### src/rtl/hazard_unit.sv
// Stall and operand-forwarding control for a five-stage pipeline, built on E/M/W destination records.
// Define HAZARD_FWD_EN to build the forwarding network; without it every RAW dependence stalls until the producer leaves M.
module hazard_unit (
   input  logic       clk,
   input  logic       rst,
   input  logic [4:0] rs_d,
   input  logic [4:0] rt_d,
   input  logic [1:0] tuse_rs_d,
   input  logic [1:0] tuse_rt_d,
   input  logic [4:0] A3_D,
   input  logic       WE_D,
   input  logic [1:0] tnew_d,
   output logic       stall,
   output logic       en_pc,
   output logic       en_fd,
   output logic       flush_e,
   output logic [1:0] fwd_rs_d,
   output logic [1:0] fwd_rt_d,
   output logic [1:0] fwd_rs_e,
   output logic [1:0] fwd_rt_e,
   output logic       fwd_rt_m
);
   localparam logic [1:0] TUSE_NONE = 2'd3;

   logic [4:0] a3_e_r;
   logic [4:0] rs_e_r;
   logic [4:0] rt_e_r;
   logic       we_e_r;
   logic [1:0] tnew_e_r;
   logic [4:0] a3_m_r;
   logic [4:0] rt_m_r;
   logic       we_m_r;
   logic [1:0] tnew_m_r;
   logic [4:0] a3_w_r;
   logic       we_w_r;
   logic [1:0] tnew_w_r;

   logic       rs_used_s;
   logic       rt_used_s;
   logic       rs_hit_e_s;
   logic       rs_hit_m_s;
   logic       rt_hit_e_s;
   logic       rt_hit_m_s;
   logic       stall_s;
   logic [1:0] tnew_dec_s;
   logic       unused_s;

   function automatic logic producer_match(input logic we, input logic [4:0] a3, input logic [4:0] src);
      return we && (a3 == src) && (src != 5'd0);
   endfunction

   assign tnew_dec_s = (tnew_e_r == 2'd0) ? 2'd0 : (tnew_e_r - 2'd1);

   // Record shift: a stall holds F/D and bubbles E while M and W keep draining
   always_ff @(posedge clk or negedge rst) begin
      if (!rst) begin
         a3_e_r   <= 5'd0;
         rs_e_r   <= 5'd0;
         rt_e_r   <= 5'd0;
         we_e_r   <= 1'b0;
         tnew_e_r <= 2'd0;
         a3_m_r   <= 5'd0;
         rt_m_r   <= 5'd0;
         we_m_r   <= 1'b0;
         tnew_m_r <= 2'd0;
         a3_w_r   <= 5'd0;
         we_w_r   <= 1'b0;
         tnew_w_r <= 2'd0;
      end else begin
         a3_w_r   <= a3_m_r;
         we_w_r   <= we_m_r;
         tnew_w_r <= tnew_m_r;
         a3_m_r   <= a3_e_r;
         rt_m_r   <= rt_e_r;
         we_m_r   <= we_e_r;
         tnew_m_r <= tnew_dec_s;
         if (stall_s) begin
            a3_e_r   <= 5'd0;
            rs_e_r   <= 5'd0;
            rt_e_r   <= 5'd0;
            we_e_r   <= 1'b0;
            tnew_e_r <= 2'd0;
         end else begin
            a3_e_r   <= A3_D;
            rs_e_r   <= rs_d;
            rt_e_r   <= rt_d;
            we_e_r   <= WE_D;
            tnew_e_r <= tnew_d;
         end
      end
   end

   assign rs_used_s  = (tuse_rs_d != TUSE_NONE);
   assign rt_used_s  = (tuse_rt_d != TUSE_NONE);
   assign rs_hit_e_s = producer_match(we_e_r, a3_e_r, rs_d);
   assign rs_hit_m_s = producer_match(we_m_r, a3_m_r, rs_d);
   assign rt_hit_e_s = producer_match(we_e_r, a3_e_r, rt_d);
   assign rt_hit_m_s = producer_match(we_m_r, a3_m_r, rt_d);

`ifdef HAZARD_FWD_EN
   function automatic logic [1:0] sel_d(input logic hit_e, input logic [1:0] tn_e,
                                        input logic hit_m, input logic [1:0] tn_m);
      if (hit_e && (tn_e == 2'd0)) begin
         return 2'b01;
      end else if (hit_m && (tn_m == 2'd0)) begin
         return 2'b10;
      end else begin
         return 2'b00;
      end
   endfunction

   function automatic logic [1:0] sel_e(input logic hit_m, input logic [1:0] tn_m, input logic hit_w);
      if (hit_m && (tn_m == 2'd0)) begin
         return 2'b01;
      end else if (hit_w) begin
         return 2'b10;
      end else begin
         return 2'b00;
      end
   endfunction

   // A source stalls only while its producer's result lands later than the stage that consumes it
   assign stall_s = (rs_used_s && ((rs_hit_e_s && (tnew_e_r > tuse_rs_d)) ||
                                   (rs_hit_m_s && (tnew_m_r > tuse_rs_d)))) ||
                    (rt_used_s && ((rt_hit_e_s && (tnew_e_r > tuse_rt_d)) ||
                                   (rt_hit_m_s && (tnew_m_r > tuse_rt_d))));

   assign fwd_rs_d = sel_d(rs_hit_e_s, tnew_e_r, rs_hit_m_s, tnew_m_r);
   assign fwd_rt_d = sel_d(rt_hit_e_s, tnew_e_r, rt_hit_m_s, tnew_m_r);
   assign fwd_rs_e = sel_e(producer_match(we_m_r, a3_m_r, rs_e_r), tnew_m_r,
                           producer_match(we_w_r, a3_w_r, rs_e_r));
   assign fwd_rt_e = sel_e(producer_match(we_m_r, a3_m_r, rt_e_r), tnew_m_r,
                           producer_match(we_w_r, a3_w_r, rt_e_r));
   assign fwd_rt_m = producer_match(we_w_r, a3_w_r, rt_m_r);

   // W results are always complete, so the W countdown is carried but never consulted
   assign unused_s = ^tnew_w_r;
`else
   assign stall_s = (rs_used_s && (rs_hit_e_s || rs_hit_m_s)) ||
                    (rt_used_s && (rt_hit_e_s || rt_hit_m_s));

   assign fwd_rs_d = 2'b00;
   assign fwd_rt_d = 2'b00;
   assign fwd_rs_e = 2'b00;
   assign fwd_rt_e = 2'b00;
   assign fwd_rt_m = 1'b0;

   assign unused_s = ^{rs_e_r, rt_e_r, rt_m_r, tnew_m_r, tnew_w_r, a3_w_r, we_w_r};
`endif

   assign stall   = stall_s;
   assign en_pc   = ~stall_s;
   assign en_fd   = ~stall_s;
   assign flush_e = stall_s;

endmodule

### config.mk
export PLATFORM = sky130hd
export DESIGN_NAME = hazard_unit
export DESIGN_NICKNAME = d
export VERILOG_FILES = /design/src/rtl/hazard_unit.sv
export SDC_FILE = /design/constraint.sdc
export NUM_CORES = 1
export LEC_CHECK = 0
export ABC_CLOCK_PERIOD_IN_PS = 2000
export CAP_MARGIN = 20
export CORE_MARGIN = 3
export CORE_UTILIZATION = 39
export DETAILED_ROUTE_END_ITERATION = 10
export GPL_ROUTABILITY_DRIVEN = 0
export PLACE_DENSITY_LB_ADDON = 0.12
export REMOVE_ABC_BUFFERS = 1
export SLEW_MARGIN = 40
export SYNTH_ARGS = -nofsm -noshare
export SYNTH_HDL_FRONTEND = slang
export SYNTH_SLANG_ARGS = --single-unit
export TNS_END_PERCENT = 5
### constraint.sdc
create_clock -name clk -period 2 [get_ports clk]
set_clock_uncertainty 0.2 [all_clocks]
set_input_delay 0.5 -clock clk [delete_from_list [all_inputs] [get_ports clk]]
set_output_delay 0.5 -clock clk [all_outputs]
set_load 0.02 [all_outputs]
==> summary.txt, run 1 <==
Critical path
  – RR Endpoint: a3_e_r[0]
  – Crit Path Class: in -> out
  – Worst path cell trace: clkdlybuf4s15_1, xnor2_1, nand4_1, o22ai_4, a22o_1, buf_6
  – Data required, critical path: 1.30 ns
  – Path depth of the worst reg2reg path: 8
  – Reg2reg start: a3_m_r[2]
  – CP startpoint kind: input pin
  – Critical Path AT: 1.62 ns
  – Max incr delay on CP: 0.22 ns
  – FF-to-FF setup slack: 0.16 ns
  – Crit. End Element: primary output
  – CP max-delay cell: o22ai_4
  – Critical path peak fanout: 3

Routing
  – Drt initial violations: 12
  – Final ANT Viol Nets: 0
  – Via count: 665
  – Total routed wirelength: 1730 µm
  – DRC viols: 0
  – Wirelength per Cell: 12.6 µm
  – Vias per cell: 4.82
  – First drt pass iteration count: 4

STA
  – Worst hold slack: 0.245 ns
  – Final WS setup: -0.317 ns
  – Total negative slack: -1.14 ns
  – Slew Viols, Final: 0
  – Max-slew headroom: 64.1%
  – Unrepaired setup endpoints after global routing: true
  – Final Cycle Share: 116%
  – # setup viols final: 4
  – Final Critical Period: 2.32 ns
  – Final hold vios: 0
  – Peak Freq: 432 MHz
  – Slew @ Worst Pin: 0.537 ns

Status
  – Failing checks: setup timing
  – Status: finished, violations left

Power
  – Sw Pwr: 0.000195 W
  – VDD IR max: 291 µV
  – Sequential share of power: 41.7%
  – Power share of the combinational group: 30.4%
  – Int Pwr: 0.000488 W
  – PnR Total Power: 0.000683 W
  – Clock power frac: 27.9%
  – Switching share of power: 28.6%
  – P_leak: 0.511 nW
  – Pwr Density: 581 nW/µm²

Global route
  – Pin count of the biggest net entering global routing: 13
  – GRT Total Usage: 15.8%
  – Initial antenna violation count: 0
  – First-pass GRT wire length: 2900 µm
  – Number of global-route vias before repair: 693
  – Remaining Overflow, GRT: 0

Flow run
  – Max Cap Violations: 0

Synthesis
  – Avg Inst Size Synth: 10.1 µm²
  – Cells after synthesis: 74
  – Synthesized cell area: 751 µm²
  – Distinct cells, synth: 13
  – Post-synthesis sequential area ratio: 40.0%
  – Ys Warns: 0
  – Post-synthesis register bit count: 12

Clock network
  – CTS tree: done
  – Clock tree sinks: 12
  – H-tree depth: 1
  – Worst skew pair latency: 0.27 ns
  – Maximum clock insertion buffer count: 2
  – CTS buffer count: 3
  – Root buf cell: clkbuf_4
  – Clock-pin slew on the worst setup and hold paths: 0.07 ns

Placed design
  – Post-DP HPWL: 1360 µm
  – Port buffer count: 25

Cells and area
  – Fillers: 144
  – Diode count: 0
  – Area grow syn2layout: 56.5%
  – Nets: 138
  – Share of layout cells above drive strength 1: 36.3%

Die
  – # rows: 15
  – Die width: 49.9 µm
  – I/O pin count: 37
  – Die Span Y: 49.9 µm
  – Initial Utilization: 42.6%
  – Core ar.: 1760 µm²
  – Die Area: 2490 µm²

Min path
  – WHS Endpoint: we_m_r
  – Hold path startpoint: we_e_r
  – Worst hold stages: 0
  – HP Class: reg -> reg
## worst max path at each step
stage | startpoint | endpoint | slack [ns]
global route | a3_m_r[1] | stall | -0.39
global placement | rs_d[4] | flush_e | -1.08
CTS | a3_m_r[0] | stall | -0.28
detailed placement | rs_d[0] | stall | -1.06
floorplan | rs_d[1] | en_fd | -0.26
finish | rt_d[2] | flush_e | -0.32
## synthesized netlist by cell type
cell | instances | area share (%)
xnor2_1 | 20 | 23
nor2_1 | 2 | 1.0
a22oi_1 | 3 | 3.0
o22ai_2 | 2 | 3.3
conb_1 | 1 | 0.50
nand2_1 | 4 | 2.0
inv_1 | 6 | 3.0
buf_4 | 11 | 11
a22o_1 | 1 | 1.2
a221oi_1 | 6 | 7.0
dfrtp_1 | 12 | 40
nand4_1 | 4 | 3.3
nor3_1 | 2 | 1.3
## what timing repair did
action                                  CTS  global route
resized for setup                        53             9
hold buffers                              0             0
endpoints found under the setup margin    4             4
pin swaps                                18             5
setup buffers                             3             0
## power groups by stage
stage	logic [W]	registers, W	clock network [W]
finish	0.000208	0.000284	0.000191
global route	0.000223	0.000287	0.000209
CTS	0.000196	0.000282	0.000196
detailed placement	0.000190	0.000287	0
global placement	0.000189	0.000286	0
floorplan	0.0000978	0.000282	0
## worst max-delay path: cells and delay by family
kind                      cells  cell delay [ns]
AOI/OAI and AO/OA             2             0.44
xor gates and xnor gates      1             0.18
and+or+nand+nor               1             0.14
buffers and inverters         2             0.35
## final cells by class
| class | count | area (µm²) | share of cell area [%] |
|---|---|---|---|
| inverter | 6 | 22.5 | 1.92 |
| clock buffer | 4 | 36.3 | 3.09 |
| sequential | 12 | 300 | 25.6 |
| timing repair buffer | 38 | 342 | 29.1 |
| multi-input combinational | 53 | 443 | 37.7 |
| tap | 25 | 31.3 | 2.66 |
## logic make-up after synthesis
family	after synthesis	synth area share (%)
xor gates and xnor gates	20	23.3
buffers and inverters	17	14.0
AOI/OAI and AO/OA	12	14.5
DFF	12	40.0
and+or+nand+nor	12	7.67
other	1	0.500
## sequential cells by signal (all words and copies together) (netlist names)
register,count
we_e_r,1
a3_e_r,5
a3_m_r,5
we_m_r,1
## placed cells by master (no fill, tap or decap)
cell and n:
nor3_1 1, xnor2_1 14, clkbuf_4 3, clkdlybuf4s15_1 1, clkbuf_8 1, inv_1 6, a221oi_1 6, dfrtp_1 12
buf_6 2, nor2_1 2, a22o_1 1, o22ai_2 1, nor3_2 1, a22oi_1 1, buf_4 14, buf_2 3
clkdlybuf4s15_2 7, a22oi_2 2, conb_1 9, nand2_1 4, o22ai_4 1, clkdlybuf4s50_1 11, xnor2_2 6, nand4_1 4
## routing by layer
layer / GRT usage (%) / vias up / wire, µm
met4: 9.68 / 0 / 35
met3: 3.93 / 4 / 143
li1: - / 315 / -
met1: 15.3 / 312 / 671
met2: 29.3 / 34 / 882
met5: 0 / - / 0
## through the flow
step           setup WS (ns)  util, %  cell area [µm²]  cells
6_report              -0.317     66.6             1170    138
5_1_grt               -0.387     66.6             1170    138
4_1_cts               -0.281     64.6             1140    138
3_5_place_dp           -1.06     59.8             1050    131
3_3_place_gp           -1.08     59.8             1050    131
2_1_floorplan         -0.265        -              698     71
Note: power is estimated with default switching activity, not from simulation.
==> run 2, diff against run 1 <==
Settings changed: ABC_CLOCK_PERIOD_IN_PS 2000 to 2300, REMOVE_ABC_BUFFERS 1 to unset.
Clock period 2 ns to 2.3 ns, I/O delays scaled along.
==> run 2 against run 1 <==
The flow still finishes with violations (setup timing). Wire length down 0.23%. Sequential power down 12%. Power down 16%. Clock-buffer cell count unchanged. Worst hold slack worse by 0.028 ns. Critical path depth down 1. Via count down 4.8%. Die area unchanged. Global-route usage down 0.33 points. Critical endpoint unchanged. Largest power group unchanged.
==> summary.txt, run 2 (synthesis gave the netlist of run 1 again) <==
Status
  – Status: finished, violations left
  – Failing checks: setup timing

Cells and area
  – Area grow syn2layout: 47.2%
  – Post-Layout Cell Count: 134 (-2.9%)
  – Commonest non-fill, non-tap cell in the layout: xnor2_1
  – Core Util, Final: 62.6% (-4.0 points)
  – Diode count: 0 (unchanged)
  – Fillers: 173 (+20%)
  – Top Registers: a3_e_r (5), a3_m_r (5)
  – Share of layout cells above drive strength 1: 36.7% (+0.41 points)
  – Nets: 134 (-2.9%)
  – Commonest cells after routing, fill and taps aside: 13 x xnor2_1, 11 x dfrtp_1, 10 x buf_4, 9 x conb_1, 9 x buf_2

Critical path
  – Crit. End Element: primary output
  – Crit Path Class: reg -> out
  – Data required, critical path: 1.52 ns (+0.22 ns)
  – CP bufs+invs: 1 (-1)
  – CP startpoint kind: flop
  – Worst path cell trace: xnor2_1, nand4_1, o22ai_2, a22o_1, buf_6
  – Max incr delay on CP: 0.43 ns (+0.21 ns)
  – Critical Path AT: 1.59 ns (-0.03 ns)
  – CP max-delay cell: dfrtp_1
  – Critical path peak fanout: 3 (unchanged)
  – Crit-path leading delay family: compound AO/OA/AOI/OAI gates

Die
  – I/O pin count: 37 (unchanged)
  – Die Span Y: 49.9 µm (unchanged)
  – Core ar.: 1760 µm² (unchanged)
  – Die Area: 2490 µm² (unchanged)
  – Initial Utilization: 42.6% (unchanged)
  – # rows: 15 (unchanged)
  – Die width: 49.9 µm (unchanged)

Clock network
  – CTS tree: done
  – CTS buffer count: 3 (unchanged)
  – Maximum clock insertion buffer count: 2 (unchanged)
  – Worst skew pair latency: 0.26 ns (about the same)
  – Clock tree sinks: 12 (unchanged)
  – H-tree depth: 1 (unchanged)
  – Root buf cell: clkbuf_4
  – Clock-pin slew on the worst setup and hold paths: 0.07 ns (about the same)

Routing
  – Via count: 633 (-4.8%)
  – Wirelength per Cell: 12.9 µm (+2.7%)
  – Total routed wirelength: 1730 µm (-0.23%)
  – Vias per cell: 4.72 (-2.0%)
  – Final ANT Viol Nets: 0 (unchanged)
  – First drt pass iteration count: 4 (unchanged)
  – Drt initial violations: 3 (-9)
  – DRC viols: 0 (unchanged)

Placed design
  – Placed Instances: 126 (-3.8%)
  – Post-DP HPWL: 1340 µm (-1.1%)
  – Port buffer count: 25 (unchanged)

STA
  – Slew @ Worst Pin: 0.500 ns (-0.0362 ns)
  – Slew Viols, Final: 0 (unchanged)
  – Final hold vios: 0 (unchanged)
  – Unrepaired setup endpoints after global routing: true
  – Peak Freq: 422 MHz
  – Final WS setup: -0.0671 ns (+0.250 ns)
  – # setup viols final: 4 (unchanged)
  – Max-slew headroom: 66.5% (+2.4 points)
  – Final Critical Period: 2.37 ns
  – Final Cycle Share: 103%

Power
  – VDD IR max: 372 µV (+28%)
  – Sequential share of power: 43.1% (+1.4 points)
  – Power share of the combinational group: 29.5% (-0.9 points)
  – Int Pwr: 0.000416 W (-15%)
  – P_leak: 0.497 nW (-2.8%)
  – Clock power frac: 27.4% (-0.5 points)
  – Pwr Density: 522 nW/µm² (-10%)
  – Sw Pwr: 0.000160 W (-18%)
  – Switching share of power: 27.8% (-0.74 points)

Global route
  – First-pass GRT wire length: 2880 µm (-0.69%)
  – Initial antenna violation count: 0 (unchanged)
  – Pin count of the biggest net entering global routing: 13 (unchanged)
  – GRT Total Usage: 15.4% (-0.33 points)
  – Number of global-route vias before repair: 692 (-0.14%)
  – Remaining Overflow, GRT: 0 (unchanged)

Flow run
  – Max Cap Violations: 0 (unchanged)

Min path
  – HP Class: reg -> reg
==> run 2: cell types whose count changed in the layout (fill, tap and decap cells not counted), sizes merged <==
cell and delta:
buf +4, clkdlybuf4s15 -8, dlygate4sd2 +4, clkdlybuf4s50 -4
==> run 2: per-layer routing <==
layer / wire [µm] / part of all wire, % / vias up / global-route usage, %
met2: 979 / 57 / 23 / 29.1
met3: 128 / 7.4 / 4 / 3.63
met4: 21 / 1.2 / 0 / 6.91
li1: - / - / 308 / -
met1: 600 / 35 / 298 / 15.8
met5: 0 / 0 / - / 0
==> run 2: per-stage QoR <==
step                      instance area (µm²)  setup WS, ns  hold slack [ns]  total power [W]  setup TNS (ns)
after floorplan                           786        -0.102           0.0794         0.000346          -0.102
after global placement                   1020        -0.915            0.202         0.000406           -3.64
after detailed placement                 1020        -0.932            0.203         0.000409           -3.64
after CTS                                1090       -0.0517            0.219         0.000581          -0.192
after global routing                     1100        -0.189            0.235         0.000613          -0.726
final                                    1100       -0.0671            0.217         0.000576          -0.250
==> run 2: layout make-up <==
class | count | area, µm² | area share [%]
clock buffer | 4 | 36.3 | 3.28
timing repair buffer | 34 | 270 | 24.5
sequential | 12 | 302 | 27.3
inverter | 6 | 22.5 | 2.04
multi-input combinational | 53 | 443 | 40.1
tap | 25 | 31.3 | 2.83
==> run 2: power groups by stage <==
stage / Combinational, W / Clock [W] / Sequential, W
after floorplan: 0.000101 / 0 / 0.000245
after global placement: 0.000158 / 0 / 0.000249
after detailed placement: 0.000159 / 0 / 0.000249
after CTS: 0.000167 / 0.000165 / 0.000248
after global routing: 0.000184 / 0.000177 / 0.000251
final: 0.000170 / 0.000158 / 0.000249
==> run 2: what timing repair did <==
item                                    in CTS  in global routing
endpoints found under the hold margin        0                  0
hold buffers                                 0                  0
setup buffers                                4                  0
pin swaps                                   24                  7
endpoints found under the setup margin       4                  4
resized for setup                           76                  4
==> run 2: worst paths after layout <==
check	startpoint	endpoint	slack, ns	depth (start not counted)
worst min register to register	we_e_r	we_m_r	0.22	0
worst max-delay path	a3_e_r[4]	flush_e	-0.07	5
worst max register to register	a3_e_r[4]	a3_e_r[0]	0.64	6
max in group asynchronous	rst	a3_e_r[0]	1.09	1
min in group asynchronous	rst	a3_m_r[4]	0.45	1
worst min-delay path	we_e_r	we_m_r	0.22	0
==> run 3, diff against run 2 <==
Settings changed: ABC_AREA set to 0, CAP_MARGIN 20 to unset.
==> results of run 3 <==
No change in the layout: final DEF, timing and power equal those of run 2.
